## config.mk

```make
export PLATFORM = sky130hd
export DESIGN_NAME = fetch_queue_unit_flat
export DESIGN_NICKNAME = d
export VERILOG_FILES = /design/src/rtl/fetch_queue_unit_if.sv /design/src/rtl/fetch_queue_unit.sv /design/src/flat_wrapper.sv
export SDC_FILE = /design/constraint.sdc
export NUM_CORES = 1
export LEC_CHECK = 0
export CAP_MARGIN = 5
export CORE_MARGIN = 3
export CORE_UTILIZATION = 32
export CTS_BUF_LIST = sky130_fd_sc_hd__clkbuf_4 sky130_fd_sc_hd__clkbuf_8 sky130_fd_sc_hd__clkbuf_16
export DETAILED_ROUTE_END_ITERATION = 10
export GPL_TIMING_DRIVEN = 0
export PLACE_DENSITY = 0.62
export REMOVE_ABC_BUFFERS = 1
export SKIP_LAST_GASP = 1
export SYNTH_ARGS = -nofsm -noshare
export SYNTH_HDL_FRONTEND = slang
export SYNTH_SLANG_ARGS = --single-unit
```

## constraint.sdc

```tcl
create_clock -name clk -period 10.1 [get_ports clk]
set_input_delay 2.02 -clock clk [delete_from_list [all_inputs] [get_ports clk]]
set_output_delay 2.02 -clock clk [all_outputs]
set_load 0.05 [all_outputs]
```

## src/rtl/fetch_queue_unit_if.sv

```systemverilog
// Bus bundle for fetch_queue_unit: imem request/response channel plus decode-side handshake.
interface fetch_queue_unit_if #(
    parameter int unsigned ADDRESS_WIDTH = 32,
    parameter int unsigned DATA_WIDTH    = 32
);
    logic                     imem_req_valid;
    logic                     imem_req_ready;
    logic [ADDRESS_WIDTH-1:0] imem_addr;
    logic                     imem_rsp_valid;
    logic [DATA_WIDTH-1:0]    imem_rsp_data;
    logic                     out_valid;
    logic                     out_ready;
    logic [DATA_WIDTH-1:0]    instr;
    logic [ADDRESS_WIDTH-1:0] pc;
    logic [ADDRESS_WIDTH-1:0] PCPlus4;

    // Fetch unit side
    modport master (
        output imem_req_valid, imem_addr, out_valid, instr, pc, PCPlus4,
        input  imem_req_ready, imem_rsp_valid, imem_rsp_data, out_ready
    );

    // Memory / decode side
    modport slave (
        input  imem_req_valid, imem_addr, out_valid, instr, pc, PCPlus4,
        output imem_req_ready, imem_rsp_valid, imem_rsp_data, out_ready
    );
endinterface

```

## src/rtl/fetch_queue_unit.sv

```systemverilog
// Fetch stage: sequential PC requests to an in-order variable-latency imem, in-flight tag
// tracking, a prefetch FIFO of {pc, instr} toward decode, and redirect with stale-response squash.
module fetch_queue_unit #(
    parameter int unsigned            ADDRESS_WIDTH   = 32,
    parameter int unsigned            DATA_WIDTH      = 32,
    parameter int unsigned            FIFO_DEPTH      = 4,
    parameter int unsigned            MAX_OUTSTANDING = 2,
    parameter logic [ADDRESS_WIDTH-1:0] RESET_PC      = '0
) (
    input  logic                     clk,
    input  logic                     rst,
    input  logic                     PCSrc,
    input  logic [ADDRESS_WIDTH-1:0] PCTarget,
    fetch_queue_unit_if.master       bus
);
    localparam int unsigned AW = ADDRESS_WIDTH;
    localparam int unsigned DW = DATA_WIDTH;
    localparam int unsigned PW = (FIFO_DEPTH > 1) ? $clog2(FIFO_DEPTH) : 1;
    localparam int unsigned CW = $clog2(FIFO_DEPTH + 1);
    localparam int unsigned TW = (MAX_OUTSTANDING > 1) ? $clog2(MAX_OUTSTANDING) : 1;
    localparam int unsigned OW = $clog2(MAX_OUTSTANDING + 1);
    localparam int unsigned SW = ((CW > OW) ? CW : OW) + 1;

    typedef struct packed {
        logic [AW-1:0] pc;
        logic [DW-1:0] instr;
    } entry_t;

    typedef enum logic {RUN, SQUASH} state_t;

    entry_t        fifo_mem [FIFO_DEPTH];
    logic [PW-1:0] rd_ptr;
    logic [PW-1:0] wr_ptr;
    logic [CW-1:0] count;

    logic [AW-1:0] tag_mem [MAX_OUTSTANDING];
    logic [TW-1:0] tag_rd;
    logic [TW-1:0] tag_wr;
    logic [OW-1:0] outstanding;
    logic [OW-1:0] drop_cnt;
    state_t        state;
    logic [AW-1:0] fetch_pc;

    logic          credit_ok;
    logic          req_valid;
    logic          req_fire;
    logic          rsp_fire;
    logic          push;
    logic          pop;
    logic          head_valid;
    logic [OW-1:0] redirect_drop;
    entry_t        head;

    function automatic logic [TW-1:0] tag_next(input logic [TW-1:0] ptr);
        return (ptr == TW'(MAX_OUTSTANDING - 1)) ? '0 : ptr + TW'(1);
    endfunction

    // Issue/credit and handshake decode; stale responses are counted out of the credit.
    always_comb begin
        credit_ok     = (SW'(count) + SW'(outstanding) - SW'(drop_cnt)) < SW'(FIFO_DEPTH);
        req_valid     = rst & ~PCSrc & (outstanding < OW'(MAX_OUTSTANDING)) & credit_ok;
        req_fire      = req_valid & bus.imem_req_ready;
        rsp_fire      = bus.imem_rsp_valid & (outstanding != '0);
        head_valid    = (count != '0);
        pop           = head_valid & bus.out_ready;
        push          = rsp_fire & (state == RUN) & ~PCSrc;
        redirect_drop = outstanding - OW'(rsp_fire);
        head          = fifo_mem[rd_ptr];
    end

    // Head fields are zeroed when the queue is empty so nothing stale is visible after reset.
    always_comb begin
        bus.imem_req_valid = req_valid;
        bus.imem_addr      = fetch_pc;
        bus.out_valid      = head_valid;
        bus.instr          = head_valid ? head.instr : '0;
        bus.pc             = head_valid ? head.pc : '0;
        bus.PCPlus4        = head_valid ? (head.pc + AW'(4)) : '0;
    end

    // Tag queue storage: PC of every accepted request, popped in response order.
    always_ff @(posedge clk) begin
        if (req_fire) begin
            tag_mem[tag_wr] <= fetch_pc;
        end
    end

    // Prefetch FIFO storage: kept responses paired with their request PC.
    always_ff @(posedge clk) begin
        if (push) begin
            fifo_mem[wr_ptr] <= '{pc: tag_mem[tag_rd], instr: bus.imem_rsp_data};
        end
    end

    // Control state: PC, pointers, in-flight accounting and RUN/SQUASH tracking.
    always_ff @(posedge clk) begin
        if (!rst) begin
            fetch_pc    <= RESET_PC;
            rd_ptr      <= '0;
            wr_ptr      <= '0;
            count       <= '0;
            tag_rd      <= '0;
            tag_wr      <= '0;
            outstanding <= '0;
            drop_cnt    <= '0;
            state       <= RUN;
        end else begin
            if (req_fire) begin
                tag_wr   <= tag_next(tag_wr);
                fetch_pc <= fetch_pc + AW'(4);
            end
            if (rsp_fire) begin
                tag_rd <= tag_next(tag_rd);
            end
            case ({req_fire, rsp_fire})
                2'b10:   outstanding <= outstanding + OW'(1);
                2'b01:   outstanding <= outstanding - OW'(1);
                default: outstanding <= outstanding;
            endcase

            if (PCSrc) begin
                // Everything still in flight, minus a response landing now, is stale.
                fetch_pc <= {PCTarget[AW-1:2], 2'b00};
                rd_ptr   <= '0;
                wr_ptr   <= '0;
                count    <= '0;
                drop_cnt <= redirect_drop;
                state    <= (redirect_drop != '0) ? SQUASH : RUN;
            end else begin
                if (push) begin
                    wr_ptr <= wr_ptr + PW'(1);
                end
                if (pop) begin
                    rd_ptr <= rd_ptr + PW'(1);
                end
                case ({push, pop})
                    2'b10:   count <= count + CW'(1);
                    2'b01:   count <= count - CW'(1);
                    default: count <= count;
                endcase
                if (rsp_fire && (state == SQUASH)) begin
                    drop_cnt <= drop_cnt - OW'(1);
                    state    <= (drop_cnt == OW'(1)) ? RUN : SQUASH;
                end
            end
        end
    end
endmodule
```

## src/flat_wrapper.sv

```systemverilog
// flat-port wrapper written by rule: the top's interface ports become plain ports
module fetch_queue_unit_flat 
#(
    parameter int unsigned            ADDRESS_WIDTH   = 32,
    parameter int unsigned            DATA_WIDTH      = 32,
    parameter int unsigned            FIFO_DEPTH      = 4,
    parameter int unsigned            MAX_OUTSTANDING = 2,
    parameter logic [ADDRESS_WIDTH-1:0] RESET_PC      = '0
)
  (clk, rst, PCSrc, PCTarget, bus_imem_req_valid, bus_imem_addr, bus_out_valid, bus_instr, bus_pc, bus_PCPlus4, bus_imem_req_ready, bus_imem_rsp_valid, bus_imem_rsp_data, bus_out_ready);
  fetch_queue_unit_if #(.ADDRESS_WIDTH(ADDRESS_WIDTH), .DATA_WIDTH(DATA_WIDTH)) bus_i ();
  input  logic clk;
  input  logic rst;
  input  logic PCSrc;
  input  logic [ADDRESS_WIDTH-1:0] PCTarget;
  output wire logic [$bits(bus_i.imem_req_valid)-1:0] bus_imem_req_valid;
  output wire logic [$bits(bus_i.imem_addr)-1:0] bus_imem_addr;
  output wire logic [$bits(bus_i.out_valid)-1:0] bus_out_valid;
  output wire logic [$bits(bus_i.instr)-1:0] bus_instr;
  output wire logic [$bits(bus_i.pc)-1:0] bus_pc;
  output wire logic [$bits(bus_i.PCPlus4)-1:0] bus_PCPlus4;
  input wire logic [$bits(bus_i.imem_req_ready)-1:0] bus_imem_req_ready;
  input wire logic [$bits(bus_i.imem_rsp_valid)-1:0] bus_imem_rsp_valid;
  input wire logic [$bits(bus_i.imem_rsp_data)-1:0] bus_imem_rsp_data;
  input wire logic [$bits(bus_i.out_ready)-1:0] bus_out_ready;
  assign bus_imem_req_valid = bus_i.imem_req_valid;
  assign bus_imem_addr = bus_i.imem_addr;
  assign bus_out_valid = bus_i.out_valid;
  assign bus_instr = bus_i.instr;
  assign bus_pc = bus_i.pc;
  assign bus_PCPlus4 = bus_i.PCPlus4;
  assign bus_i.imem_req_ready = bus_imem_req_ready;
  assign bus_i.imem_rsp_valid = bus_imem_rsp_valid;
  assign bus_i.imem_rsp_data = bus_imem_rsp_data;
  assign bus_i.out_ready = bus_out_ready;
  fetch_queue_unit #(.ADDRESS_WIDTH(ADDRESS_WIDTH), .DATA_WIDTH(DATA_WIDTH), .FIFO_DEPTH(FIFO_DEPTH), .MAX_OUTSTANDING(MAX_OUTSTANDING), .RESET_PC(RESET_PC)) u_core (.clk(clk), .rst(rst), .PCSrc(PCSrc), .PCTarget(PCTarget), .bus(bus_i));
endmodule
```

==> results of run 1 <==
worst paths after layout:
check                              from  cells after the start                    end
setup / recovery                  PCSrc                      6     bus_imem_req_valid
hold reg to reg            u_core.state                      2           u_core.state
setup reg to reg  u_core.outstanding[1]                     10  u_core.outstanding[1]
hold / removal             u_core.state                      2           u_core.state
cell usage after synthesis (2+ instances only):
master and number:
and4_1 3, a21oi_1 10, xnor2_1 16, xor2_1 6, mux4_1 4, o311a_1 3, buf_2 5, nor2_1 49
and2_1 75, inv_1 21, dfxtp_1 47, nand4_1 14, fa_1 2, buf_6 2, nor4_1 7, ha_1 13
o21a_1 2, a31oi_1 20, edfxtp_1 308, o211a_1 2, buf_4 9, nor3b_1 2, mux2_2 39, nand2b_1 3
clkbuf_1 37, o31ai_1 18, nor3_2 4, o311ai_1 3, and3_1 7, or3_1 11, mux4_2 58, mux2i_1 2
or4_1 19, nand3_1 28, nor3_1 8, mux2_1 4, a211oi_1 3, o31a_1 4, o21ai_0 37, nand2_1 31
worst max-delay path, stage by stage:
cell and delay, ns:
clkdlybuf4s50_1 1.08, clkinv_1 0.79, buf_16 0.39, nand2_1 0.33, nor3_1 0.13, clkdlybuf4s50_1 0.73
power breakdown:
| group | total, mW | internal [mW] | switching, mW |
|---|---|---|---|
| logic | 0.313 | 0.124 | 0.189 |
| clock network | 1.47 | 0.887 | 0.583 |
| registers | 1.68 | 1.64 | 0.0314 |
| total | 3.46 | 2.65 | 0.803 |
registers in the layout, summed over array words and instances (netlist names), named ones only:
signal,count
u_core.outstanding,2
u_core.state,1
u_core.bus.imem_addr,30
u_core.tag_mem,60
u_core.tag_rd,1
u_core.count,3
u_core.rd_ptr,2
u_core.wr_ptr,2
u_core.fifo_mem,248
u_core.tag_wr,1
u_core.drop_cnt,2
metrics by stage:
step,instance area [µm²],instances
detailed placement,17800,1716
global route,19200,1789
floorplan,14900,905
global placement,17500,1703
finish,19200,1789
CTS,19200,1788
layer usage:
layer,global-route usage,up-vias,wire [µm]
li1,-,4152,-
met1,0.193,4459,16100
met2,0.218,261,16100
met3,0.0300,47,1980
met4,0.0363,0,678
met5,0,-,0
final cells by class:
type / instances / area [µm²] / share of cell area
Sequential cell: 355 / 10200 / 0.531
Timing Repair Buffer: 205 / 2190 / 0.114
Tap cell: 607 / 759 / 0.0395
Multi-Input combinational cell: 529 / 4630 / 0.241
Clock inverter: 25 / 289 / 0.0150
Clock buffer: 47 / 1060 / 0.0552
Inverter: 21 / 78.8 / 0.00410
logic make-up (layout without fill, tap and decap cells):
family / Yosys count / count (layout) / synth area share
flip-flops: 355 / 355 / 0.674
XOR/XNOR: 22 / 22 / 0.0127
other: 1 / 6 / 0.000248
AO/OA/AOI/OAI: 107 / 107 / 0.0459
multiplexers: 107 / 107 / 0.127
adder cells (fa/ha/maj): 15 / 15 / 0.0134
buffers and inverters: 75 / 298 / 0.0233
AND/OR/NAND/NOR: 272 / 272 / 0.103
==> impl_metrics.toml, run 1 <==
[floorplanning]
rows = 79
die_h_um = 223
die_x_um = 223
fp.dieArea_um2 = 49900
io_pins = 200
start_util = 0.325
core_area_um2 = 46600

[grt]
grt_usage = 0.138
grt-ovfl-total = 0
grt_max_degree = 54
grt_pass1_vias = 8821
grt_pass1_wl_mm = 53.2
antenna_found_initial = 0

[clock_network]
cts_tree = "built"
cts_max_path_buffers = 3
postCtsSetupBuffers = 0
cts_resized = 0
insertion_delay_ns = 0.55
cts_root_buf = "clkbuf_16"
cts_hold_buf = 0
cts_buffers = 40
clkSlewWorstSetupHoldPaths_ns = 0.06
clock-sinks = 355
htreeDepth = 2

[pwr]
ir_worst_vdd_mv = 0.114
powerDensity_nw_per_um2 = 180
leakagePower_nw = 6.01
power_mw = 3.46

[drt]
num_vias = 8919
first_pass_iters = 4
wl_mm = 34.9
avgViaCountPerCell = 4.99
drt_iter0_drc = 520
ant_nets = 0
wl_per_cell_um = 19.5
drcViolationCount = 0

[timing]
drv_slew = 0
timing.fmax_ghz = 0.133
worstMarginPinSlew_ns = 1.16
timing.final.ws_setup_ns = 2.59
fin_setup_tns_ns = 0
period_share = 0.744
holdWs_ns = 0.537
setup_violations = 0
fin_crit_ns = 7.51
final-hold-violation-count = 0
rsz0062_at_grt = "false"
finClkSkew_ns = 0.0316
max-slew-margin-rel = 0.212

[worst_setup_path]
arrival_ns = 5.49
r2r_slack_ns = 6.26
crit_fanout = 30
worstSetupStartpointType = "input port"
crit_type = "input port to output port"
cp-end-kind = "output port"
cp.required_ns = 8.08

[yosys]
ys_top_cells_by_area = "edfxtp_1 (61%), mux4_2 (8.6%), dfxtp_1 (6.2%)"
synth_warnings = 0
ys_types = 58
syn_avg_cell_area_um2 = 15.8
syn_inst = 954
ys_ff_latch = 355
synth_area_um2 = 15100
synth_ff_type = "edfxtp_1"
synth_top_area_frac = 0.612
synthArstFlopShare = 0
synth_enable_flop_cells = 308
seq_area_frac_synth = 0.674
yosysTopAreaCell = "edfxtp_1"

[cells_and_area]
nNetsFinal = 1237
fillers = 4182
syn_to_final_growth_pct = 27.1
final_cell_mix = "edfxtp_1 (308), clkdlybuf4s50_1 (190), and2_1 (71)"
final_common_cell = "edfxtp_1"
final_core_util = 0.413
drive_gt1_frac = 0.171
antenna_cells = 0

[place]
pre_cts_ws_ns = 2.13
routabilityCongestion = 0.815
hpwl_mm = 23.2
numPortBuffers = 191

[worst_hold_path]
hold_path.class = "flop to flop"

[outcome]
status = "completed"

[flow_run]
maxCapViolations = 0
Note: power is estimated with default switching activity, not from simulation.
==> run 2, diff against run 1 <==
Settings changed: PLACE_DENSITY 0.62 to 0.64.
Clock period 10.1 ns to 6.6 ns, I/O delays scaled along.
==> run 2 against run 1 <==
Flip-flop and latch count stayed put. Combinational power grew 52%. Utilization grew 0.11 points. Worst setup slack worse by 2.3 ns. Critical path type unchanged. Largest power group unchanged. Highest routed layer unchanged.
==> impl_metrics.toml, run 2 (same netlist as run 1, synthesis figures left out) <==
[grt]
grt_pass1_vias = 8969
antenna_found_initial = 0
grt_usage = 0.136
grt_pass1_wl_mm = 52.9
grt_max_degree = 55
grt-ovfl-total = 0

[drt]
wl_per_cell_um = 19.2
drcViolationCount = 0
num_vias = 8947
drt_iter0_drc = 557
avgViaCountPerCell = 5.00
first_pass_iters = 5
wl_mm = 34.4
ant_nets = 0

[cells_and_area]
drive_gt1_frac = 0.172
fin_area_um2 = 19300
syn_to_final_growth_pct = 27.4
largest_register = "u_core.fifo_mem"
final_cell_mix = "edfxtp_1 (308), clkdlybuf4s50_1 (191), and2_1 (71)"
final_common_cell = "edfxtp_1"
nNetsFinal = 1238
instances_no_fill = 1789
largest_reg_flops = 248
antenna_cells = 0

[worst_setup_path]
arrival_ns = 4.99
crit_fanout = 50
cp-end-kind = "output port"
cp.required_ns = 5.28
cpMostUsedCell = "clkdlybuf4s50_1"
crit_chain = "clkdlybuf4s50_1, clkinvlp_4, nand2_1, nor3_1, clkdlybuf4s50_1"
slowest_delay_ns = 1.11
crit_slowest_cell = "clkdlybuf4s50_1"
crit_type = "input port to output port"
worstSetupStartpointType = "input port"

[clock_network]
htreeDepth = 2
clkSlewWorstSetupHoldPaths_ns = 0.06
cts_buffers = 40
cts_max_path_buffers = 3
cts_tree = "built"
insertion_delay_ns = 0.55
clock-sinks = 355
cts_hold_buf = 0
cts_root_buf = "clkbuf_16"

[place]
place_inst = 1717
numPortBuffers = 191
routabilityCongestion = 0.777
placed_area_um2 = 17800
hpwl_mm = 22.6

[timing]
fin_setup_tns_ns = 0
max-slew-margin-rel = 0.215
fin_crit_ns = 6.31
setup_violations = 0
period_share = 0.956
finClkSkew_ns = 0.0203
final-hold-violation-count = 0
rsz0062_at_grt = "false"
worstMarginPinSlew_ns = 1.16
drv_slew = 0
timing.fmax_ghz = 0.159

[floorplanning]
io_pins = 200
rows = 79
start_util = 0.325
fp.dieArea_um2 = 49900
die_x_um = 223
die_h_um = 223
core_area_um2 = 46600

[pwr]
leakagePower_nw = 6.05
powerDensity_nw_per_um2 = 278
ir_worst_vdd_mv = 0.179
power_mw = 5.35

[outcome]
status = "completed"

[flow_run]
maxCapViolations = 0

[worst_hold_path]
hold_path.class = "flop to flop"
run 2: cell count changes in the layout (fill, tap and decap cells not counted), sizes merged:
cell,delta
clkdlybuf4s50,+1
clkinv,+1
bufinv,+2
clkinvlp,-4
run 2: what timing repair did:
action,4_1_cts,5_1_grt
endpoints found under the hold margin,0,0
setup buffers,0,0
resized for setup,1,0
endpoints found under the setup margin,1,0
run 2: metrics by stage:
step	utilization	setup slack [ns]	hold WS (ns)
after detailed placement	0.383	-0.0381	0.520
after CTS	0.413	0.315	0.542
after global routing	0.414	0.0585	0.559
final	0.414	0.291	0.539
after floorplan	-	-0.0968	0.482
after global placement	0.377	-2.67	0.502
run 2: worst paths after layout:
kind,endpoint,cells past startpoint,slack [ns],from
max,bus_imem_req_valid,5,0.29,PCSrc
min,u_core.rd_ptr[1],2,0.54,u_core.rd_ptr[1]
max reg2reg,u_core.outstanding[1],10,2.81,u_core.outstanding[1]
min reg2reg,u_core.rd_ptr[1],2,0.54,u_core.rd_ptr[1]
run 2: layout make-up:
cell class / instances / area (µm²)
Sequential cell: 355 / 10200
Tap cell: 607 / 759
Clock inverter: 24 / 323
Multi-Input combinational cell: 529 / 4630
Clock buffer: 47 / 1070
Inverter: 21 / 82.6
Timing Repair Buffer: 206 / 2200
Fill cell: 4168 / 27300
run 2: power by group:
group | total, mW | switching [mW] | internal (mW) | leakage (nW)
Combinational | 0.477 | 0.286 | 0.191 | 2.19
Clock | 2.31 | 0.875 | 1.44 | 0.688
Sequential | 2.56 | 0.0489 | 2.52 | 3.17
Total | 5.35 | 1.21 | 4.14 | 6.05
run 2: per-layer routing:
metal | track usage | routed length [µm]
met2 | 0.222 | 16300
met1 | 0.184 | 15200
met4 | 0.0316 | 617
met3 | 0.0361 | 2250
met5 | 0 | 0
run 2: critical path: cells and delay by family:
family / cells / cell delay, ns
buf+inv: 3 / 2.83
simple gates: 2 / 0.82
